`config.mk`:
```
export PLATFORM = sky130hd
export DESIGN_NAME = itcm_loader_flat
export DESIGN_NICKNAME = d
export VERILOG_FILES = /design/src/rtl/itcm_loader_if.sv /design/src/rtl/itcm_loader.sv /design/src/flat_wrapper.sv
export SDC_FILE = /design/constraint.sdc
export NUM_CORES = 1
export LEC_CHECK = 0
export ABC_CLOCK_PERIOD_IN_PS = 4600
export BUFFER_PORTS_ARGS = -buffer_cell sky130_fd_sc_hd__buf_2
export CELL_PAD_IN_SITES_DETAIL_PLACEMENT = 1
export CELL_PAD_IN_SITES_GLOBAL_PLACEMENT = 1
export CORE_ASPECT_RATIO = 0.5
export CORE_UTILIZATION = 47
export CTS_CLUSTER_DIAMETER = 200
export DETAILED_ROUTE_END_ITERATION = 10
export PLACE_DENSITY = 0.8
export SYNTH_ARGS = -nofsm -noshare
export SYNTH_HDL_FRONTEND = slang
export SYNTH_SLANG_ARGS = --single-unit
```
`constraint.sdc`:
```
create_clock -name clk -period 4.6 [get_ports clk]
set_input_delay 0.23 -clock clk [delete_from_list [all_inputs] [get_ports clk]]
set_output_delay 0.23 -clock clk [all_outputs]
set_load 0.01 [all_outputs]
```
`src/rtl/itcm_loader_if.sv`:
```
// Byte-stream input channel plus ITCM write port and boot status of the ITCM loader.
// master = byte source / observer side, slave = the loader itself.
interface itcm_loader_if #(
  parameter int ITCM_AW = 15
);
  // Valid/ready: a byte transfers on every clk edge where s_valid && s_ready.
  // The source keeps s_data stable while s_valid is high and not yet accepted.
  // Idle gaps of any length are legal.
  logic                 s_valid;
  logic                 s_ready;
  logic [7:0]           s_data;
  logic                 itcm_we;
  logic [ITCM_AW-3:0]   itcm_addr;
  logic [31:0]          itcm_wdata;
  logic                 core_hold;
  logic                 load_done;
  logic                 load_err;

  modport master (
    output s_valid, s_data,
    input  s_ready, itcm_we, itcm_addr, itcm_wdata, core_hold, load_done, load_err
  );

  modport slave (
    input  s_valid, s_data,
    output s_ready, itcm_we, itcm_addr, itcm_wdata, core_hold, load_done, load_err
  );
endinterface

```
`src/rtl/itcm_loader.sv`:
```
// Boot loader: parses an A5/LEN/DATA/CSUM byte frame, writes 32-bit words into the ITCM
// and releases the core from reset only once the whole image and its checksum are good.
module itcm_loader #(
  parameter int ITCM_AW = 15
) (
  input  logic             clk,
  input  logic             rst,
  itcm_loader_if.slave     bus,
  output logic [2:0]       dbg_state_o
);
  localparam int          WAW   = ITCM_AW - 2;
  localparam logic [31:0] CAP   = 32'd1 << WAW;
  localparam logic [7:0]  MAGIC = 8'hA5;

  typedef enum logic [2:0] {
    S_IDLE = 3'd0,
    S_LEN0 = 3'd1,
    S_LEN1 = 3'd2,
    S_DATA = 3'd3,
    S_CSUM = 3'd4,
    S_DONE = 3'd5,
    S_ERR  = 3'd6
  } state_t;

  state_t           state_q, state_d;
  logic [7:0]       len_lo_q, len_lo_d;
  logic [15:0]      len_q, len_d;
  logic [7:0]       csum_q, csum_d;
  logic [WAW-1:0]   word_idx_q, word_idx_d;
  logic [1:0]       lane_q, lane_d;
  logic [23:0]      shift_q, shift_d;
  logic             s_ready_q, s_ready_d;
  logic             we_q, we_d;
  logic [WAW-1:0]   addr_q, addr_d;
  logic [31:0]      wdata_q, wdata_d;
  logic             done_q, done_d;
  logic             err_q, err_d;
  logic             hold_q, hold_d;
  logic             accept;
  logic [15:0]      n_w;
  logic             last_word;

  assign accept    = bus.s_valid && s_ready_q;
  assign n_w       = {bus.s_data, len_lo_q};
  // Compared at 32 bits so a full-capacity image cannot alias through index wrap.
  assign last_word = (32'(word_idx_q) == (32'(len_q) - 32'd1));

  always_comb begin
    state_d    = state_q;
    len_lo_d   = len_lo_q;
    len_d      = len_q;
    csum_d     = csum_q;
    word_idx_d = word_idx_q;
    lane_d     = lane_q;
    shift_d    = shift_q;
    we_d       = 1'b0;
    addr_d     = addr_q;
    wdata_d    = wdata_q;

    case (state_q)
      S_IDLE: begin
        if (accept && bus.s_data == MAGIC) begin
          state_d = S_LEN0;
          csum_d  = 8'd0;
        end
      end
      S_LEN0: begin
        if (accept) begin
          len_lo_d = bus.s_data;
          csum_d   = csum_q + bus.s_data;
          state_d  = S_LEN1;
        end
      end
      S_LEN1: begin
        if (accept) begin
          len_d      = n_w;
          csum_d     = csum_q + bus.s_data;
          word_idx_d = '0;
          lane_d     = 2'd0;
          if (32'(n_w) > CAP)   state_d = S_ERR;
          else if (n_w == 16'd0) state_d = S_CSUM;
          else                   state_d = S_DATA;
        end
      end
      S_DATA: begin
        if (accept) begin
          csum_d = csum_q + bus.s_data;
          if (lane_q == 2'd3) begin
            we_d       = 1'b1;
            addr_d     = word_idx_q;
            wdata_d    = {bus.s_data, shift_q};
            word_idx_d = word_idx_q + {{(WAW-1){1'b0}}, 1'b1};
            lane_d     = 2'd0;
            if (last_word) state_d = S_CSUM;
          end else begin
            case (lane_q)
              2'd0:    shift_d[7:0]   = bus.s_data;
              2'd1:    shift_d[15:8]  = bus.s_data;
              default: shift_d[23:16] = bus.s_data;
            endcase
            lane_d = lane_q + 2'd1;
          end
        end
      end
      S_CSUM: begin
        if (accept) state_d = (bus.s_data == csum_q) ? S_DONE : S_ERR;
      end
      default: state_d = state_q;
    endcase

    // Status outputs follow the next state so they update on the deciding edge.
    s_ready_d = (state_d != S_DONE) && (state_d != S_ERR);
    done_d    = (state_d == S_DONE);
    err_d     = (state_d == S_ERR);
    hold_d    = (state_d != S_DONE);
  end

  always_ff @(posedge clk or posedge rst) begin
    if (rst) begin
      state_q    <= S_IDLE;
      len_lo_q   <= 8'd0;
      len_q      <= 16'd0;
      csum_q     <= 8'd0;
      word_idx_q <= '0;
      lane_q     <= 2'd0;
      shift_q    <= 24'd0;
      s_ready_q  <= 1'b0;
      we_q       <= 1'b0;
      addr_q     <= '0;
      wdata_q    <= 32'd0;
      done_q     <= 1'b0;
      err_q      <= 1'b0;
      hold_q     <= 1'b1;
    end else begin
      state_q    <= state_d;
      len_lo_q   <= len_lo_d;
      len_q      <= len_d;
      csum_q     <= csum_d;
      word_idx_q <= word_idx_d;
      lane_q     <= lane_d;
      shift_q    <= shift_d;
      s_ready_q  <= s_ready_d;
      we_q       <= we_d;
      addr_q     <= addr_d;
      wdata_q    <= wdata_d;
      done_q     <= done_d;
      err_q      <= err_d;
      hold_q     <= hold_d;
    end
  end

  assign bus.s_ready    = s_ready_q;
  assign bus.itcm_we    = we_q;
  assign bus.itcm_addr  = addr_q;
  assign bus.itcm_wdata = wdata_q;
  assign bus.core_hold  = hold_q;
  assign bus.load_done  = done_q;
  assign bus.load_err   = err_q;
  assign dbg_state_o    = state_q;
endmodule
```
`src/flat_wrapper.sv`:
```
// flat-port wrapper written by rule: the top's interface ports become plain ports
module itcm_loader_flat 
#(
  parameter int ITCM_AW = 15
)
  (clk, rst, dbg_state_o, bus_s_valid, bus_s_data, bus_s_ready, bus_itcm_we, bus_itcm_addr, bus_itcm_wdata, bus_core_hold, bus_load_done, bus_load_err);
  itcm_loader_if #(.ITCM_AW(ITCM_AW)) bus_i ();
  input  logic clk;
  input  logic rst;
  output logic [2:0] dbg_state_o;
  input wire logic [$bits(bus_i.s_valid)-1:0] bus_s_valid;
  input wire logic [$bits(bus_i.s_data)-1:0] bus_s_data;
  output wire logic [$bits(bus_i.s_ready)-1:0] bus_s_ready;
  output wire logic [$bits(bus_i.itcm_we)-1:0] bus_itcm_we;
  output wire logic [$bits(bus_i.itcm_addr)-1:0] bus_itcm_addr;
  output wire logic [$bits(bus_i.itcm_wdata)-1:0] bus_itcm_wdata;
  output wire logic [$bits(bus_i.core_hold)-1:0] bus_core_hold;
  output wire logic [$bits(bus_i.load_done)-1:0] bus_load_done;
  output wire logic [$bits(bus_i.load_err)-1:0] bus_load_err;
  assign bus_i.s_valid = bus_s_valid;
  assign bus_i.s_data = bus_s_data;
  assign bus_s_ready = bus_i.s_ready;
  assign bus_itcm_we = bus_i.itcm_we;
  assign bus_itcm_addr = bus_i.itcm_addr;
  assign bus_itcm_wdata = bus_i.itcm_wdata;
  assign bus_core_hold = bus_i.core_hold;
  assign bus_load_done = bus_i.load_done;
  assign bus_load_err = bus_i.load_err;
  itcm_loader #(.ITCM_AW(ITCM_AW)) u_core (.clk(clk), .rst(rst), .bus(bus_i), .dbg_state_o(dbg_state_o));
endmodule
```
==> metrics, run 1 <==
Top-Level Pins 64; CP Max Fanout 5; Hold Slack 0.1652 ns; EDFF count, synth 0; hold path start bus_s_data[0]; grt total ovfl 0; gpl congestion 0.8363; Async SR Flop Fraction 1.000; Yosys reg bits 124; Row Count 28; Main synth FF type dfrtp_1; final setup fails 0; Antenna Nets Post-Route 0; FF-to-FF End u_core.dbg_state_o[1]$_DFF_PP0_; DP Area 6221 sq um; Mapped Cells 505; net load switching power 0.0005681 W; Clock Path Buffers 2; die footprint 12690 sq um; Final Cycle Share 0.6368; post-DP HPWL 9.422 mm; Seq pwr share 0.422; final net count 598; first-pass detailed-route iteration total 6; Vias 4148; final wirelength 14.79 mm; max_cap viols 0; syn_nets 530; sequential fraction of the synthesis area 0.5406; clock sink total 124; Synth cell types 50; Starting DRT DRC Count 178; Worst Reg-to-Reg Cells 9; Slew Viols, Final 0; combinational power share 0.021; outcome finished clean; first-pass GRT wire length 24.14 mm; share of layout cells above drive strength 1 0.3055; Core ar. 11840 sq um; mean post-synth cell area 11.37 sq um; top cells by area, synth dfrtp_1 (54%), mux2_2 (13%), nand2_1 (5.8%); finished layout cell area 6867 sq um; CP required 4.89 ns; Reg-to-Reg Start u_core.len_q[0]$_DFFE_PP0P_; Clock Pin Slew Worst Setup and Hold Paths 0.06 ns; root buf cell clkbuf_16; Port Buf Inserts 63; Worst Skew 0.01226 ns; n_diodes 0; flop2flop setup slack 1.67 ns; via density per instance 5.523; Max Freq 0.3414 GHz; total CTS buffers 17; Leak 3.579 nW; Placed Cells 718; number of antenna violations at the first check in global routing 0; sw frac 0.2197; Clk pwr share 0.557; Die Y 80.16 microns; startpoint types flop; area grow syn2layout 19.59%; WP data arrival 3.22 ns; Clk Latency, worst-skew pair 0.41 ns; Synth area leader dfrtp_1; Cell Area, Synth 5742 sq um; top cell type's share of synthesized area 0.5361; Peak supply drop 261.4 uV; RSZ-0062 raised after global routing false; initial core utilization 0.4849; internal power 0.002018 W; Setup crit end kind flop; CTS tree built; Worst slew margin 0.5045; minimum clock period 2.929 ns; largest net degree at the start of global routing 57; Hold Path Stages 3; Post-Layout Cell Count 751; critical path type reg -> reg; total negative slack 0 ns; PwrDens 376.6 nW/um^2; CTS H-tree lvls 4; Hold Path Class in -> reg; all-layer global routing usage 0.2582; Hold Vio Cnt, Final 0; die width 158.3 microns; number of global-route vias before repair 4432; worst hold path endpoint u_core.bus.itcm_wdata[24]$_DFFE_PP0P_; yosys warns 0; Design Power 0.002586 W; Worst Max-Slew Pin Slew 0.7405 ns; DRC viols 0; DR WL/cell 19.70 microns
-- cells in the final DEF (no fill, tap or decap), types with 3 or more instances in the layout --
cell and instances:
dfrtp_1 123, nand2_1 87, mux2_2 67, buf_2 63, nor2_1 31, xnor2_1 20, clkbuf_16 17, xor2_1 16
inv_1 13, ha_1 13, nor3_1 11, o21ai_0 10, a21oi_1 8, a22o_1 7, nand4_1 6, nand3_1 6
nor4_1 6, mux2_1 6, nand4b_1 4, a21o_1 4, or3_1 4, bufinv_16 4, clkinv_4 4, inv_6 4
buf_4 4, or2_2 3, a31oi_1 3, o31ai_1 3
-- worst max-delay path, stage by stage (launching register included) --
cell and delay (ns):
dfrtp_1 0.41, inv_1 0.09, ha_1 0.19, nor3b_1 0.44
nand2_1 0.18, nor3_2 0.36, o311ai_0 0.27, a311oi_1 0.54
a31o_1 0.24, nand2b_1 0.08
-- power groups by stage --
stage / Combinational [W] / Sequential, W / Clock, W
floorplan: 0.0000283 / 0.00111 / 0
global placement: 0.0000533 / 0.00111 / 0
detailed placement: 0.0000547 / 0.00111 / 0
CTS: 0.0000555 / 0.00109 / 0.00146
global route: 0.0000614 / 0.00109 / 0.00151
finish: 0.0000543 / 0.00109 / 0.00144
-- worst max-delay path by stage --
stage,to,start,slack [ns]
2_1_floorplan,u_core.bus.itcm_addr[0]$_DFFE_PP0P_,rst,1.07
3_3_place_gp,u_core.dbg_state_o[0]$_DFF_PP0_,u_core.len_q[0]$_DFFE_PP0P_,2.05
3_5_place_dp,u_core.dbg_state_o[0]$_DFF_PP0_,u_core.len_q[0]$_DFFE_PP0P_,1.90
4_1_cts,u_core.dbg_state_o[1]$_DFF_PP0_,u_core.len_q[0]$_DFFE_PP0P_,1.67
5_1_grt,u_core.dbg_state_o[1]$_DFF_PP0_,u_core.len_q[0]$_DFFE_PP0P_,1.48
6_report,u_core.dbg_state_o[1]$_DFF_PP0_,u_core.len_q[0]$_DFFE_PP0P_,1.67
-- flip-flops by register name (all words and copies together) (netlist names) --
name and cells:
u_core.bus.itcm_wdata 32, u_core.shift_q 24, u_core.len_q 16, u_core.bus.itcm_addr 13, u_core.word_idx_q 13, u_core.csum_q 8, u_core.len_lo_q 8, u_core.dbg_state_o 3
u_core.lane_q 2, u_core.bus.core_hold 1, u_core.bus.itcm_we 1, u_core.bus.load_done 1, u_core.bus.load_err 1, u_core.bus.s_ready 1
-- cell families after synthesis --
kind of cell | count (synthesis) | share of synthesized area
buffers and inverters | 33 | 0.02310
AND/OR/NAND/NOR | 175 | 0.1432
flip-flops | 124 | 0.5406
XOR/XNOR | 36 | 0.05491
adder cells (fa/ha/maj) | 14 | 0.03182
multiplexers | 74 | 0.1449
AO/OA/AOI/OAI | 49 | 0.06146
-- cell usage after synthesis (3+ instances only) --
library cell  count
or2_2             3
nor4_1            6
ha_1             13
mux2_1            6
xor2_1           16
a21o_1            4
mux2_2           67
nand2_1          88
dfrtp_1         123
a22o_1            7
nor2_1           32
o21ai_0          10
inv_1            14
a21oi_1           8
xnor2_1          20
nand4_1           6
o31ai_1           3
nand3_1           6
clkbuf_1         17
or3_1             4
a31oi_1           3
nor3_1           11
nand4b_1          4
-- what timing repair did --
item | CTS | global route
hold endpoints to repair | 54 | 0
hold buffers | 1 | 0
buffers inserted | 0 | 0
resized for setup | 0 | 0
-- routing by layer --
layer | GRT usage | part of all wire
met2 | 0.4338 | 0.50
met3 | 0.07124 | 0.041
met5 | 0 | 0
met1 | 0.3283 | 0.45
met4 | 0.07019 | 0.011
-- area by class of cell --
class | count | area (sq um)
clock buffer | 17 | 425.4
clock inverter | 15 | 210.2
fill | 1289 | 4975
inverter | 14 | 55.05
multi-input combinational | 348 | 2510
sequential | 124 | 3104
tap | 165 | 206.4
timing repair buffer | 68 | 355.3
-- per-stage QoR --
step	utilization	setup slack [ns]
6_report	0.5799	1.671
5_1_grt	0.5799	1.476
4_1_cts	0.5799	1.668
3_5_place_dp	0.5254	1.901
3_3_place_gp	0.5254	2.049
2_1_floorplan	-	1.072
Note: power is estimated with default switching activity, not from simulation.
==> run 2, diff against run 1 <==
ABC_CLOCK_PERIOD_IN_PS = 3040   (was 4600)
clock period = 3.04 ns   (was 4.6 ns; I/O delays follow)
==> metrics, run 2 (synthesized netlist as in run 1, its figures left out) <==
commonest non-fill, non-tap cell in the layout dfrtp_1; biggest cell delay along the critical path 0.44 ns; Hold Path Stages 3; total negative slack 0 ns; Reg-to-Reg Start u_core.len_q[0]$_DFFE_PP0P_; via density per instance 5.439; Starting DRT DRC Count 209; most used cell, CP nand2_1; FF-to-FF End u_core.dbg_state_o[0]$_DFF_PP0_; PwrDens 550.7 nW/um^2; net load switching power 0.0008139 W; critical-path cell list inv_1 > ha_1 > nor3b_1 > nand2_1 > nor3_2 > o311ai_0 > a311oi_1 > a31o_1 > nand2_1; post-DP HPWL 9.328 mm; Hold Vio Cnt, Final 0; number of global-route vias before repair 4312; Clk pwr share 0.540; Row Count 28; hold path start bus_s_data[2]; WP data arrival 3.04 ns; die footprint 12690 sq um; DR WL/cell 18.89 microns; delay-heaviest family, CP simple AND/OR/NAND/NOR gates; gpl congestion 0.8250; critical path type reg -> reg; Die Y 80.16 microns; Reg area 3104 sq um; sw frac 0.2156; CTS tree built; multi-input logic area 2510 sq um; Top-Level Pins 64; initial core utilization 0.4849; startpoint types flop; fill cell count 1281; Core ar. 11840 sq um; critical path depth 9; Clock Path Buffers 2; Buf+Inv Stages, Crit Path 1; n_diodes 0; Worst slew margin 0.4089; share of layout cells above drive strength 1 0.3049; minimum clock period 2.759 ns; Seq pwr share 0.437; first-pass detailed-route iteration total 4; flop2flop setup slack 0.28 ns; all-layer global routing usage 0.2477; number of antenna violations at the first check in global routing 0; combinational power share 0.022; die width 158.3 microns; DRC viols 0; total CTS buffers 17; Worst Skew 0.01097 ns; CP required 3.32 ns; post-CTS setup repair buffer count 0; Final Cycle Share 0.9076; max reg flops 32; outcome finished clean; Slew Viols, Final 0; area grow syn2layout 19.39%; Port Buf Inserts 63; Hold Path Class in -> reg; final net count 600; max_cap viols 0; CTS H-tree lvls 4; root buf cell clkbuf_16; clock sink total 124; grt total ovfl 0; internal power 0.002961 W; Vias 4090; Clk Latency, worst-skew pair 0.41 ns; worst hold path endpoint u_core.bus.itcm_wdata[26]$_DFFE_PP0P_; Max Freq 0.3624 GHz; final core utilization 0.5789; RSZ-0062 raised after global routing false; Clock Pin Slew Worst Setup and Hold Paths 0.06 ns; Peak supply drop 321.9 uV; first-pass GRT wire length 23.25 mm; Setup crit end kind flop; largest net degree at the start of global routing 63; Leak 3.572 nW; Worst Reg-to-Reg Cells 9; CP Max Fanout 5; Antenna Nets Post-Route 0; final setup fails 0; slowest library cell on the worst path nor3b_1; final wirelength 14.20 mm; most frequent cells in the layout dfrtp_1 (123), nand2_1 (87), mux2_2 (67), buf_2 (63), nor2_1 (31); Worst Max-Slew Pin Slew 0.8848 ns
==> run 2: cell types whose count changed in the layout (fill, tap and decap cells not counted) <==
cell	previous run	this run
clkinvlp_4	2	3
inv_4	1	0
buf_12	0	1
clkbuf_1	0	1
buf_4	4	5
clkinv_2	1	2
bufinv_16	4	2
clkinv_4	4	2
clkbuf_8	0	4
inv_6	4	1
==> run 2: worst min-delay path, stage by stage <==
cell and delay, ns:
buf_2 0.18, nand2_1 0.08, nand2_1 0.05
==> run 2: stage by stage <==
step	area, sq um	instances	setup slack [ns]	hold WS (ns)	total power [W]
after floorplan	5746	505	0.6648	0.2574	0.001724
after global placement	6250	720	0.5261	0.3750	0.001764
after detailed placement	6250	720	0.3851	0.3751	0.001766
after CTS	6855	752	0.2921	0.08254	0.003800
after global routing	6855	752	0.006890	0.09121	0.003881
final	6855	752	0.2809	0.09451	0.003775
==> run 2: worst max-delay path by stage <==
stage / startpoint / endpoint / slack, ns
2_1_floorplan: u_core.len_q[0]$_DFFE_PP0P_ / u_core.dbg_state_o[0]$_DFF_PP0_ / 0.66
3_3_place_gp: u_core.len_q[0]$_DFFE_PP0P_ / u_core.dbg_state_o[0]$_DFF_PP0_ / 0.53
3_5_place_dp: u_core.len_q[0]$_DFFE_PP0P_ / u_core.dbg_state_o[0]$_DFF_PP0_ / 0.39
4_1_cts: u_core.len_q[0]$_DFFE_PP0P_ / u_core.dbg_state_o[0]$_DFF_PP0_ / 0.29
5_1_grt: u_core.len_q[0]$_DFFE_PP0P_ / u_core.dbg_state_o[0]$_DFF_PP0_ / 0.007
6_report: u_core.len_q[0]$_DFFE_PP0P_ / u_core.dbg_state_o[0]$_DFF_PP0_ / 0.28
==> run 2: final cells by class <==
class / count / share of cell area
Clock buffer: 22 / 0.07063
Sequential cell: 124 / 0.4528
Multi-Input combinational cell: 348 / 0.3661
Timing Repair Buffer: 70 / 0.05585
Clock inverter: 9 / 0.01624
Tap cell: 165 / 0.03012
Inverter: 14 / 0.008213
==> run 2: routing by layer <==
metal,vias up,track usage,part of all wire
li1,1882,-,-
met4,0,0.07788,0.0087
met2,67,0.4110,0.48
met1,2128,0.3253,0.48
met5,-,0,0
met3,13,0.05289,0.028
==> run 2: power groups by stage <==
stage	Combinational (W)	Sequential [W]	Clock, W
final	0.0000845	0.00165	0.00204
after global routing	0.0000948	0.00165	0.00214
after CTS	0.0000868	0.00165	0.00206
after detailed placement	0.0000853	0.00168	0
after global placement	0.0000836	0.00168	0
after floorplan	0.0000432	0.00168	0
==> run 2: what timing repair did <==
| item | 4_1_cts | 5_1_grt |
|---|---|---|
| gates resized for setup | 0 | 0 |
| setup endpoints to repair | 0 | 0 |
| endpoints found under the hold margin | 38 | 0 |
| hold buffers | 1 | 0 |
==> run 3, diff against run 2 <==
CELL_PAD_IN_SITES_DETAIL_PLACEMENT = 0   (was 1)
CELL_PAD_IN_SITES_GLOBAL_PLACEMENT = 2   (was 1)
CORE_UTILIZATION = 39   (was 47)
PLACE_DENSITY = 0.79   (was 0.8)
==> metrics, run 3 (synthesized netlist as in run 1, its figures left out) <==
all-layer global routing usage 0.1858; Port Buf Inserts 63; PwrDens 555.4 nW/um^2; Placed Cells 749; Vias 3945; WP data arrival 2.91 ns; gr busiest metal met2; die footprint 15240 sq um; Final Cycle Share 0.8665; Leak 3.587 nW; post-cts hold buffer count 1; clock sink total 124; max_cap viols 0; Antenna Nets Post-Route 0; Clock Path Buffers 2; grt total ovfl 0; Hold Path Class in -> reg; first-pass GRT wire length 21.51 mm; Top-Level Pins 64; met3 Use GR 0.05165; critical path type reg -> reg; most frequent cells in the layout dfrtp_1 (123), nand2_1 (87), mux2_2 (67), buf_2 (63), nor2_1 (31); DRC viols 0; Clk Latency, worst-skew pair 0.41 ns; DR WL/cell 16.53 microns; Starting DRT DRC Count 200; final net count 602; Row Count 30; total negative slack 0 ns; post-CTS setup repair buffer count 0; CTS H-tree lvls 4; RSZ-0062 raised after global routing false; Clock Pin Slew Worst Setup and Hold Paths 0.06 ns; CP Max Fanout 5; initial core utilization 0.4112; Peak supply drop 316.7 uV; startpoint types flop; final setup fails 0; CP required 3.32 ns; CTS tree built; largest net degree at the start of global routing 85; Die Y 87.80 microns; n_diodes 0; final core utilization 0.4963; Seq pwr share 0.429; GR Layer Usage met2 0.2797; Worst slew margin 0.5372; die width 173.6 microns; post-DP HPWL 8.588 mm; net load switching power 0.0008386 W; area grow syn2layout 20.70%; internal power 0.003011 W; sw frac 0.2178; Worst Skew 0.008949 ns; gpl congestion 0.8205; final wirelength 12.93 mm; fill cell count 1311; Hold Vio Cnt, Final 0; Clk pwr share 0.549; number of antenna violations at the first check in global routing 0; Max Freq 0.3796 GHz; Setup crit end kind flop; outcome finished clean; number of global-route vias before repair 3926; Post-CTS Resized 0; commonest non-fill, non-tap cell in the layout dfrtp_1; max reg flops 32; met1 usage 0.2622; Worst Max-Slew Pin Slew 0.6917 ns; first-pass detailed-route iteration total 4; Post-Layout Cell Count 782; root buf cell clkbuf_16; via density per instance 5.045; combinational power share 0.022; total CTS buffers 17; Core ar. 13960 sq um; share of layout cells above drive strength 1 0.3085; Slew Viols, Final 0; minimum clock period 2.634 ns
run 3: cell count changes in the layout (fill, tap and decap cells not counted), sizes merged:
cell,delta
buf,+2
clkbuf,-2
clkinv,+2
bufinv,+1
clkinvlp,+1
inv,-1
run 3: area by class of cell:
| class | count | area [sq um] | share of cell area |
|---|---|---|---|
| multi-input cells | 348 | 2510 | 0.3622 |
| clock inverters | 12 | 165.2 | 0.02383 |
| flip-flops and latches | 124 | 3104 | 0.4479 |
| well taps | 192 | 240.2 | 0.03466 |
| repair buffers | 72 | 397.9 | 0.05741 |
| clock buffers | 20 | 456.7 | 0.06590 |
| inverters | 14 | 56.30 | 0.008124 |
run 3: through the flow:
| step | hold WS (ns) | total power [W] | worst slack (ns) | instance area [sq um] |
|---|---|---|---|---|
| CTS | 0.09330 | 0.003894 | 0.3843 | 6930 |
| global route | 0.1085 | 0.003973 | 0.06681 | 6930 |
| detailed placement | 0.06777 | 0.001769 | 0.4119 | 6299 |
| global placement | 0.06886 | 0.001768 | 0.5030 | 6299 |
| floorplan | 0.2574 | 0.001724 | 0.6648 | 5746 |
| finish | 0.09821 | 0.003849 | 0.4058 | 6930 |
run 3: worst max-delay path: stages (launching register included):
cell and delay, ns:
dfrtp_1 0.42, inv_1 0.10, ha_1 0.20, nor3b_1 0.45
nand2_1 0.19, nor3_2 0.31, o311ai_0 0.18, a311oi_1 0.38
a31o_1 0.23, nand2_1 0.05
run 3: worst paths after layout:
| check | start | endpoint | slack, ns | depth (start not counted) |
|---|---|---|---|---|
| min reg2reg | u_core.bus.itcm_addr[6]$_DFFE_PP0P_ | u_core.bus.itcm_addr[6]$_DFFE_PP0P_ | 0.47 | 2 |
| max | u_core.len_q[0]$_DFFE_PP0P_ | u_core.dbg_state_o[0]$_DFF_PP0_ | 0.41 | 9 |
| min | bus_s_data[4] | u_core.bus.itcm_wdata[28]$_DFFE_PP0P_ | 0.1 | 3 |
| max in group asynchronous | rst | u_core.bus.core_hold$_DFF_PP1_ | 2.14 | 4 |
| min in group asynchronous | rst | u_core.bus.itcm_addr[11]$_DFFE_PP0P_ | 0.20 | 3 |
| max reg2reg | u_core.len_q[0]$_DFFE_PP0P_ | u_core.dbg_state_o[0]$_DFF_PP0_ | 0.41 | 9 |
run 3: power groups by stage:
stage          registers, W   logic, W  clock network (W)
2_1_floorplan       0.00168  0.0000432                  0
3_5_place_dp        0.00168  0.0000879                  0
5_1_grt             0.00165  0.0000982            0.00222
4_1_cts             0.00165  0.0000895            0.00215
6_report            0.00165  0.0000856            0.00211
3_3_place_gp        0.00168  0.0000875                  0
run 3: per-layer routing:
metal | part of all wire | wire length, microns | vias to the layer above
met5 | 0 | 0 | -
met1 | 0.50 | 6479 | 1946
met2 | 0.43 | 5544 | 93
met4 | 0.0090 | 116 | 0
li1 | - | - | 1894
met3 | 0.061 | 786 | 12
